===== src/rtl/jk_pkg.sv =====
// Shared JK flip-flop control codes used by the counter and its storage cells.
package jk_pkg;

   typedef enum logic [1:0] {
      JK_HOLD = 2'b00,
      JK_CLR  = 2'b01,
      JK_SET  = 2'b10,
      JK_TGL  = 2'b11
   } jk_code_e;

endpackage


===== src/rtl/jk_cell.sv =====
// Single JK storage bit with synchronous active-high clear.
module jk_cell
   import jk_pkg::*;
(
   input  logic       clk,
   input  logic       rst,
   input  logic [1:0] jk,
   output logic       q,
   output logic       qb
);

   // Power-up value keeps q/qb defined before the first reset edge.
   logic state_q = 1'b0;
   logic state_d;

   always_comb begin
      state_d = state_q;
      case (jk_code_e'(jk))
         JK_HOLD: state_d = state_q;
         JK_CLR:  state_d = 1'b0;
         JK_SET:  state_d = 1'b1;
         JK_TGL:  state_d = ~state_q;
         default: state_d = state_q;
      endcase
   end

   always_ff @(posedge clk) begin
      if (rst) state_q <= 1'b0;
      else     state_q <= state_d;
   end

   assign q  = state_q;
   assign qb = ~state_q;

endmodule


===== src/rtl/jk_sync_counter.sv =====
// Modulo-N up/down counter with parallel load, built from JK storage cells.
module jk_sync_counter
   import jk_pkg::*;
#(
   parameter int unsigned WIDTH   = 4,
   parameter int unsigned MODULUS = 10
) (
   input  logic             clk,
   input  logic             rst,
   input  logic             en,
   input  logic             up,
   input  logic             load,
   input  logic [WIDTH-1:0] din,
   output logic [WIDTH-1:0] q,
   output logic [WIDTH-1:0] qb,
   output logic             tc,
   output logic             wrap
);

   // One extra bit so MODULUS == 2**WIDTH still compares correctly.
   localparam logic [WIDTH:0]   MOD_EXT = (WIDTH+1)'(MODULUS);
   localparam logic [WIDTH-1:0] Q_MAX   = WIDTH'(MODULUS - 1);

   logic [WIDTH-1:0] cnt_nxt;
   logic [WIDTH-1:0] j_bits;
   logic [WIDTH-1:0] k_bits;
   logic             wrap_q = 1'b0;
   logic             wrap_d;

   always_comb begin
      cnt_nxt = q;
      tc      = 1'b0;
      if (load) begin
         cnt_nxt = ({1'b0, din} < MOD_EXT) ? din : '0;
      end else if (en) begin
         if (up) begin
            tc      = (q == Q_MAX);
            cnt_nxt = tc ? '0 : q + WIDTH'(1);
         end else begin
            tc      = (q == '0);
            cnt_nxt = tc ? Q_MAX : q - WIDTH'(1);
         end
      end
      tc     = tc & ~rst;
      j_bits = cnt_nxt & ~q;
      k_bits = ~cnt_nxt & q;
      wrap_d = load ? 1'b0 : (wrap_q | tc);
   end

   for (genvar i = 0; i < WIDTH; i++) begin : g_cell
      jk_cell u_cell (
         .clk (clk),
         .rst (rst),
         .jk  ({j_bits[i], k_bits[i]}),
         .q   (q[i]),
         .qb  (qb[i])
      );
   end

   always_ff @(posedge clk) begin
      if (rst) wrap_q <= 1'b0;
      else     wrap_q <= wrap_d;
   end

   assign wrap = wrap_q;

endmodule

===== config.mk =====
export PLATFORM = sky130hd
export DESIGN_NAME = jk_sync_counter
export DESIGN_NICKNAME = d
export VERILOG_FILES = /design/src/rtl/jk_pkg.sv /design/src/rtl/jk_cell.sv /design/src/rtl/jk_sync_counter.sv
export SDC_FILE = /design/constraint.sdc
export NUM_CORES = 1
export LEC_CHECK = 0
export BUFFER_PORTS_ARGS = -buffer_cell sky130_fd_sc_hd__buf_2
export CAP_MARGIN = 20
export CORE_AREA = 2 2 39 41
export CTS_CLUSTER_DIAMETER = 120
export DETAILED_ROUTE_END_ITERATION = 10
export DIE_AREA = 0 0 41 43
export GPL_TIMING_DRIVEN = 0
export HOLD_SLACK_MARGIN = 0.03
export PLACE_DENSITY = 0.72
export SKIP_CTS_REPAIR_TIMING = 1
export SYNTH_ARGS = -nofsm -noshare
export SYNTH_HDL_FRONTEND = slang
export SYNTH_SLANG_ARGS = --single-unit

===== constraint.sdc =====
create_clock -name clk -period 3.2 [get_ports clk]
set_input_delay 0.8 -clock clk [delete_from_list [all_inputs] [get_ports clk]]
set_output_delay 0.8 -clock clk [all_outputs]
set_load 0.02 [all_outputs]

==> results.json, run 1 <==
{
  "status": "finished, final reports clean",
  "synth_nets": 90,
  "cts.root.buffer_cell": "clkbuf_4",
  "die_area_um2": 1760,
  "synth-edff-count": 0,
  "final_nets": 112,
  "ys_warn_count": 0,
  "dpl.hpwl_um": 930,
  "antenna_found_initial": 0,
  "routabilityCongestion": 0.766,
  "relSlewSlack": 0.798,
  "tns_ns": 0,
  "via_per_inst": 5.18,
  "cts_max_path_buffers": 2,
  "end_kind": "output port",
  "synth_seq_cells": 5,
  "route.detailed.drc": 0,
  "grt_use_total": 0.158,
  "synth-async-reset-ratio": 0,
  "clock_latency_ns": 0.24,
  "fin_area_um2": 737,
  "tritoncts": "done",
  "fmax_mhz": 338,
  "cp_num_buf_inv": 2,
  "grt-ovfl-total": 0,
  "crit_family": "simple AND/OR/NAND/NOR gates",
  "routedWlPerCell_um": 10.9,
  "fin_crit_sh": 0.924,
  "hold_viol": 0,
  "grt_pass1_wl_um": 1950,
  "drive_gt1_frac": 0.330,
  "critPathMaxFanout": 8,
  "setup_violations": 0,
  "drt-pass1-iter-count": 4,
  "worstMarginPinSlew_ns": 0.302,
  "die_y_um": 43,
  "finClkSkew_ns": 0.00164,
  "synth_top_cell_by_area": "dfxtp_1",
  "synth_commonest_cells": "buf_4 (8), ha_1 (8), nor2_1 (7), inv_1 (6)",
  "netlist_area_um2": 606,
  "slew_viol_final": 0,
  "crit_slowest_cell": "dfxtp_1",
  "h-tree-depth": 1,
  "synthTopCellsByArea": "dfxtp_1 (17%), ha_1 (17%), buf_4 (9.9%)",
  "area_growth_pct": 21.7,
  "diodes": 0,
  "numCtsBuffers": 3,
  "dr_total_vias": 570,
  "routed_wl_um": 1200,
  "cts.sinks": 5,
  "rows": 14,
  "hp-class": "reg -> reg",
  "ir_drop_mv": 0.219,
  "syn_inst": 73,
  "synth_cell_types": 28,
  "fin_hold_ws_ns": 0.489,
  "grt_max_degree": 10,
  "power.leakage_nw": 0.357,
  "criticalPathCategory": "reg -> out",
  "powerDensity_nw_per_um2": 393,
  "syn_area_per_cell_um2": 8.30,
  "synth_top_area_frac": 0.165,
  "dp.cells": 106,
  "num_io_pins": 19,
  "ant_nets": 0,
  "rsz0062_at_grt": "no",
  "clkTransAtPathRegs_ns": 0.04,
  "crit_required_ns": 2.40,
  "portBuffers": 17,
  "ys_seq_area_frac": 0.165,
  "core_area_um2": 1380,
  "worst_setup_path_start_kind": "flop",
  "start_util": 0.438,
  "maxCapViolations": 0,
  "grt_pass1_vias": 484,
  "dieWidth_um": 41,
  "fin_cells": 110,
  "synthFlopType": "dfxtp_1",
  "placed_cell_area_um2": 711,
  "cp_cell_sequence": "inv_1 > ha_1 > or3b_1 > a211oi_2 > nor3b_1 > buf_2",
  "critical-path-max-stage-delay_ns": 0.38,
  "drt-initial-drc-count": 15,
  "crit_arrival_ns": 2.16,
  "layout_min_cycle_time_ns": 2.96
}
## power breakdown
group	switching (W)	total (W)	leakage [nW]	internal, W
Combinational	0.0000704	0.000140	0.301	0.0000692
Sequential	0.0000101	0.0000784	0.0407	0.0000684
Clock	0.0000245	0.0000716	0.0150	0.0000471
Total	0.000105	0.000290	0.357	0.000185
## kinds of logic (layout without fill, tap and decap cells)
logic type,count (synthesis),after routing,share of synthesized area
XOR/XNOR,3,3,0.0434
adder cells (fa/ha/maj),8,8,0.165
AO/OA/AOI/OAI,17,17,0.207
multiplexers,5,5,0.0826
AND/OR/NAND/NOR,18,18,0.157
buffers and inverters,17,38,0.180
flip-flops,5,5,0.165
## layer usage
layer	part of all wire	track usage
met4	0	0.0400
met1	0.46	0.213
met5	0	0
met2	0.49	0.238
met3	0.054	0.0471
## sequential cells by signal, indices dropped and copies added, names as in the netlist
register         flops
g_cell.u_cell.q      4
wrap                 1
## path summary, 6_finish.rpt
path,startpoint,to,slack [ns],cells past startpoint
max,g_cell[0].u_cell.q,tc,0.24,6
min,wrap,wrap,0.49,2
max reg2reg,g_cell[0].u_cell.q,g_cell[2].u_cell.q,0.70,9
min reg2reg,wrap,wrap,0.49,2
## tightest hold or removal path: stages, from the launching register on
cell     delay [ns]
dfxtp_1        0.30
nor2_1         0.09
nor3_1         0.05
## cells in the final DEF (no fill, tap or decap), types with 5 or more instances in the layout
cell type,count
nor2_1,7
a21oi_1,5
inv_1,6
ha_1,8
dfxtp_1,5
mux2i_1,5
buf_4,8
buf_2,17
## cell type report
| cell class | count | area [um2] |
|---|---|---|
| clock buffer | 4 | 26.3 |
| fill | 138 | 647 |
| inverter | 7 | 26.3 |
| buffer | 10 | 82.6 |
| tap | 16 | 20.0 |
| sequential | 5 | 100 |
| multi-input combinational | 51 | 397 |
| timing repair buffer | 17 | 85.1 |
## through the flow
step | util | worst slack (ns) | power, W
after detailed placement | 0.514 | 0.385 | 0.000219
final | 0.533 | 0.245 | 0.000290
after global placement | 0.514 | 0.390 | 0.000217
after floorplan | - | 0.312 | 0.000187
after global routing | 0.533 | 0.0276 | 0.000316
after CTS | 0.533 | 0.236 | 0.000294
Power figures use the tool's default switching activity.
==> run 2: changes to the inputs <==
--- a/config.mk
+++ b/config.mk
@@ -14,6 +14,7 @@
 export GPL_TIMING_DRIVEN = 0
 export HOLD_SLACK_MARGIN = 0.03
 export PLACE_DENSITY = 0.72
+export RECOVER_POWER = 100
 export SKIP_CTS_REPAIR_TIMING = 1
 export SYNTH_ARGS = -nofsm -noshare
 export SYNTH_HDL_FRONTEND = slang
==> results.json, run 2 (synthesized netlist as in run 1, its figures left out) <==
{
  "dieWidth_um": 41,
  "numCtsBuffers": 3,
  "grt_pass1_wl_um": 1950,
  "routed_wl_um": 1180,
  "grt-ovfl-total": 0,
  "cp_num_buf_inv": 2,
  "final_common_cell": "buf_2",
  "worst_setup_path_start_kind": "flop",
  "grt_max_degree": 10,
  "largest_reg_flops": 4,
  "powerDensity_nw_per_um2": 393,
  "drive_gt1_frac": 0.287,
  "crit_family": "simple AND/OR/NAND/NOR gates",
  "place_ws_ns": 0.385,
  "critPathMaxFanout": 8,
  "core_area_um2": 1380,
  "drt-pass1-iter-count": 3,
  "clkTransAtPathRegs_ns": 0.04,
  "crit_required_ns": 2.40,
  "cts.sinks": 5,
  "route.detailed.drc": 0,
  "critical-path-max-stage-delay_ns": 0.38,
  "diodes": 0,
  "die_y_um": 43,
  "routedWlPerCell_um": 10.7,
  "grt_pass1_vias": 484,
  "crit_arrival_ns": 2.17,
  "finClkSkew_ns": 0.00142,
  "via_per_inst": 5.07,
  "final_cell_mix": "buf_2 (12), ha_1 (8), clkbuf_4 (8)",
  "worstHoldStart": "wrap",
  "slew_viol_final": 0,
  "start_util": 0.438,
  "fill_cells": 139,
  "grt_use_total": 0.158,
  "crit_start": "g_cell[0].u_cell.q",
  "status": "finished, final reports clean",
  "setup_violations": 0,
  "ant_nets": 0,
  "tritoncts": "done",
  "num_io_pins": 19,
  "die_area_um2": 1760,
  "hp-class": "reg -> reg",
  "drt-initial-drc-count": 10,
  "clock_latency_ns": 0.24,
  "cts.root.buffer_cell": "clkbuf_4",
  "dr_total_vias": 558,
  "fmax_mhz": 337,
  "postLayoutSetupSlackWorst_ns": 0.234,
  "final_nets": 112,
  "maxCapViolations": 0,
  "cp_cell_sequence": "inv_1 > ha_1 > or3b_1 > a211oi_2 > nor3b_1 > clkbuf_2",
  "fin_crit_sh": 0.927,
  "criticalPathCategory": "reg -> out",
  "dp.cells": 106,
  "fin_hold_ws_ns": 0.490,
  "area_growth_pct": 20.9,
  "rsz0062_at_grt": "no",
  "power.leakage_nw": 0.343,
  "routabilityCongestion": 0.766,
  "end_kind": "output port",
  "cts_max_path_buffers": 2,
  "crit_slowest_cell": "dfxtp_1",
  "h-tree-depth": 1,
  "hold_viol": 0,
  "antenna_found_initial": 0,
  "portBuffers": 17,
  "tns_ns": 0,
  "dpl.hpwl_um": 930,
  "ir_drop_mv": 0.219,
  "fin_cells": 110,
  "worstMarginPinSlew_ns": 0.299,
  "rr_startpoint": "g_cell[0].u_cell.q",
  "rows": 14,
  "relSlewSlack": 0.800,
  "layout_min_cycle_time_ns": 2.97
}
-- run 2: changes by cell type in the layout (fill, tap and decap cells not counted), sizes merged --
cell | before | now
buf | 27 | 17
clkbuf | 4 | 14
-- run 2: worst paths after layout --
| path | endpoint | slack [ns] | cells after the start |
|---|---|---|---|
| min | wrap | 0.49 | 2 |
| min reg2reg | wrap | 0.49 | 2 |
| max | tc | 0.23 | 6 |
| max reg2reg | g_cell[2].u_cell.q | 0.71 | 9 |
-- run 2: final cells by class --
class	count	area [um2]	area share
plain buffers	10	82.6	0.113
repair buffers	17	80.1	0.109
inverters	7	26.3	0.0359
well taps	16	20.0	0.0274
flip-flops and latches	5	100	0.137
multi-input cells	51	397	0.542
clock buffers	4	26.3	0.0359
-- run 2: power by group --
part	switching (W)	internal, W
registers	0.00000984	0.0000684
logic	0.0000704	0.0000675
clock network	0.0000243	0.0000470
total	0.000105	0.000183
-- run 2: routing by layer --
| layer | vias to the layer above | wire [um] | track usage |
|---|---|---|---|
| met5 | - | 0 | 0 |
| met2 | 17 | 569 | 0.238 |
| met1 | 245 | 549 | 0.213 |
| met4 | 0 | 0 | 0.0400 |
| li1 | 296 | - | - |
| met3 | 0 | 63 | 0.0471 |
-- run 2: stage by stage --
step / utilization / power [W] / cell area, um2
after floorplan: - / 0.000187 / 606
after global placement: 0.514 / 0.000217 / 711
after detailed placement: 0.514 / 0.000219 / 711
after CTS: 0.533 / 0.000294 / 737
after global routing: 0.529 / 0.000315 / 732
final: 0.529 / 0.000287 / 732
-- run 2: worst register-to-register path, delay by kind of cell, from the launching register on --
| kind | cells | cell delay [ns] |
|---|---|---|
| compound gates | 2 | 0.56 |
| fa+ha+maj | 2 | 0.51 |
| simple gates | 3 | 0.50 |
| flops | 1 | 0.38 |
| mux | 1 | 0.22 |
| buf+inv | 1 | 0.21 |
==> run 3: changes to the inputs <==
--- a/config.mk
+++ b/config.mk
@@ -5,15 +5,14 @@
 export SDC_FILE = /design/constraint.sdc
 export NUM_CORES = 1
 export LEC_CHECK = 0
-export BUFFER_PORTS_ARGS = -buffer_cell sky130_fd_sc_hd__buf_2
+export BUFFER_PORTS_ARGS = -buffer_cell sky130_fd_sc_hd__clkbuf_2
 export CAP_MARGIN = 20
-export CORE_AREA = 2 2 39 41
+export CORE_MARGIN = 2
+export CORE_UTILIZATION = 35
 export CTS_CLUSTER_DIAMETER = 120
 export DETAILED_ROUTE_END_ITERATION = 10
-export DIE_AREA = 0 0 41 43
 export GPL_TIMING_DRIVEN = 0
 export HOLD_SLACK_MARGIN = 0.03
-export PLACE_DENSITY = 0.72
 export RECOVER_POWER = 100
 export SKIP_CTS_REPAIR_TIMING = 1
 export SYNTH_ARGS = -nofsm -noshare
==> results.json, run 3 (synthesized netlist as in run 1, its figures left out) <==
{
  "status": "finished, final reports clean",
  "dieWidth_um": 45.6,
  "seq_area_um2": 100,
  "end_kind": "output port",
  "cp_cell_sequence": "inv_1 > ha_1 > or3b_1 > a211oi_2 > nor3b_1 > clkbuf_2",
  "critPathMaxFanout": 8,
  "power_w": 0.000290,
  "diodes": 0,
  "powerDensity_nw_per_um2": 396,
  "largest_reg_flops": 4,
  "area_growth_pct": 20.9,
  "fmax_mhz": 335,
  "crit_arrival_ns": 2.19,
  "clkTransAtPathRegs_ns": 0.05,
  "rrSetupSlack_ns": 0.73,
  "finClkSkew_ns": 0.00528,
  "maxCapViolations": 0,
  "rsz0062_at_grt": "no",
  "grt_use_total": 0.124,
  "h-tree-depth": 1,
  "grt_pass1_vias": 446,
  "via_per_inst": 5.01,
  "clock_latency_ns": 0.24,
  "numCtsBuffers": 3,
  "cts.sinks": 5,
  "grt_max_degree": 10,
  "routed_wl_um": 1200,
  "num_io_pins": 19,
  "cts.root.buffer_cell": "clkbuf_4",
  "critical-path-max-stage-delay_ns": 0.37,
  "drive_gt1_frac": 0.277,
  "relSlewSlack": 0.786,
  "ir_drop_mv": 0.220,
  "worst_setup_path_start_kind": "flop",
  "fin_crit_sh": 0.934,
  "dr_total_vias": 556,
  "crit_required_ns": 2.40,
  "worstMarginPinSlew_ns": 0.320,
  "dpl.hpwl_um": 976,
  "grt-ovfl-total": 0,
  "power.leakage_nw": 0.342,
  "final_cell_mix": "clkbuf_2 (12), ha_1 (8), nor2_1 (7), clkbuf_4 (7)",
  "portBuffers": 17,
  "die_y_um": 45.6,
  "tritoncts": "done",
  "die_area_um2": 2080,
  "hp-class": "reg -> reg",
  "criticalPathCategory": "reg -> out",
  "ant_nets": 0,
  "multiInputGateArea_um2": 397,
  "routedWlPerCell_um": 10.8,
  "hold_viol": 0,
  "antenna_found_initial": 0,
  "setup_violations": 0,
  "drt-pass1-iter-count": 4,
  "fill_cells": 174,
  "routabilityCongestion": 0.799,
  "final_nets": 112,
  "core_area_um2": 1670,
  "rows": 15,
  "start_util": 0.363,
  "final_common_cell": "clkbuf_2",
  "layout_min_cycle_time_ns": 2.99,
  "slew_viol_final": 0,
  "route.detailed.drc": 0,
  "grt_pass1_wl_um": 1860,
  "tns_ns": 0,
  "cts_max_path_buffers": 2,
  "crit_slowest_cell": "dfxtp_1",
  "drt-initial-drc-count": 5
}
==> run 3: changes by cell type in the layout (fill, tap and decap cells not counted), sizes merged <==
cell / delta
clkbuf: +11
buf: -11
==> run 3: where the power goes <==
part	internal [W]	switching [W]	total (W)
sequential	0.0000683	0.00000989	0.0000782
combinational	0.0000672	0.0000717	0.000139
clock	0.0000472	0.0000259	0.0000730
total	0.000183	0.000107	0.000290
==> run 3: metrics by stage <==
stage,util,area [um2],hold slack (ns),std cells,setup slack (ns)
finish,0.438,732,0.492,111,0.211
global route,0.438,732,0.532,111,0.0663
CTS,0.442,738,0.495,111,0.186
detailed placement,0.426,712,0.485,107,0.358
global placement,0.426,712,0.481,107,0.365
floorplan,-,606,0.559,73,0.312
==> run 3: final timing paths <==
path | depth (start not counted) | end | start
setup / recovery | 6 | tc | g_cell[0].u_cell.q
hold / removal | 2 | wrap | wrap
setup reg to reg | 9 | g_cell[2].u_cell.q | g_cell[0].u_cell.q
hold reg to reg | 2 | wrap | wrap
==> run 3: area by class of cell <==
cell class | instances | share of cell area
timing repair buffer | 17 | 0.108
tap | 17 | 0.0291
buffer | 10 | 0.113
clock buffer | 4 | 0.0359
inverter | 7 | 0.0359
multi-input combinational | 51 | 0.542
sequential | 5 | 0.137
==> run 3: layer usage <==
layer	share of wire	vias to the layer above	wire [um]	track usage
met3	0.059	0	71	0.0476
met5	0	-	0	0
met2	0.46	16	551	0.203
li1	-	296	-	-
met4	0	0	0	0.0176
met1	0.48	244	578	0.158
==> run 3: critical path, delay by kind of cell, from the launching register on <==
family | cells | cell delay [ns]
adder cells (fa/ha/maj) | 1 | 0.23
flip-flops | 1 | 0.37
AND/OR/NAND/NOR | 2 | 0.59
AO/OA/AOI/OAI | 1 | 0.35
buffers and inverters | 2 | 0.40
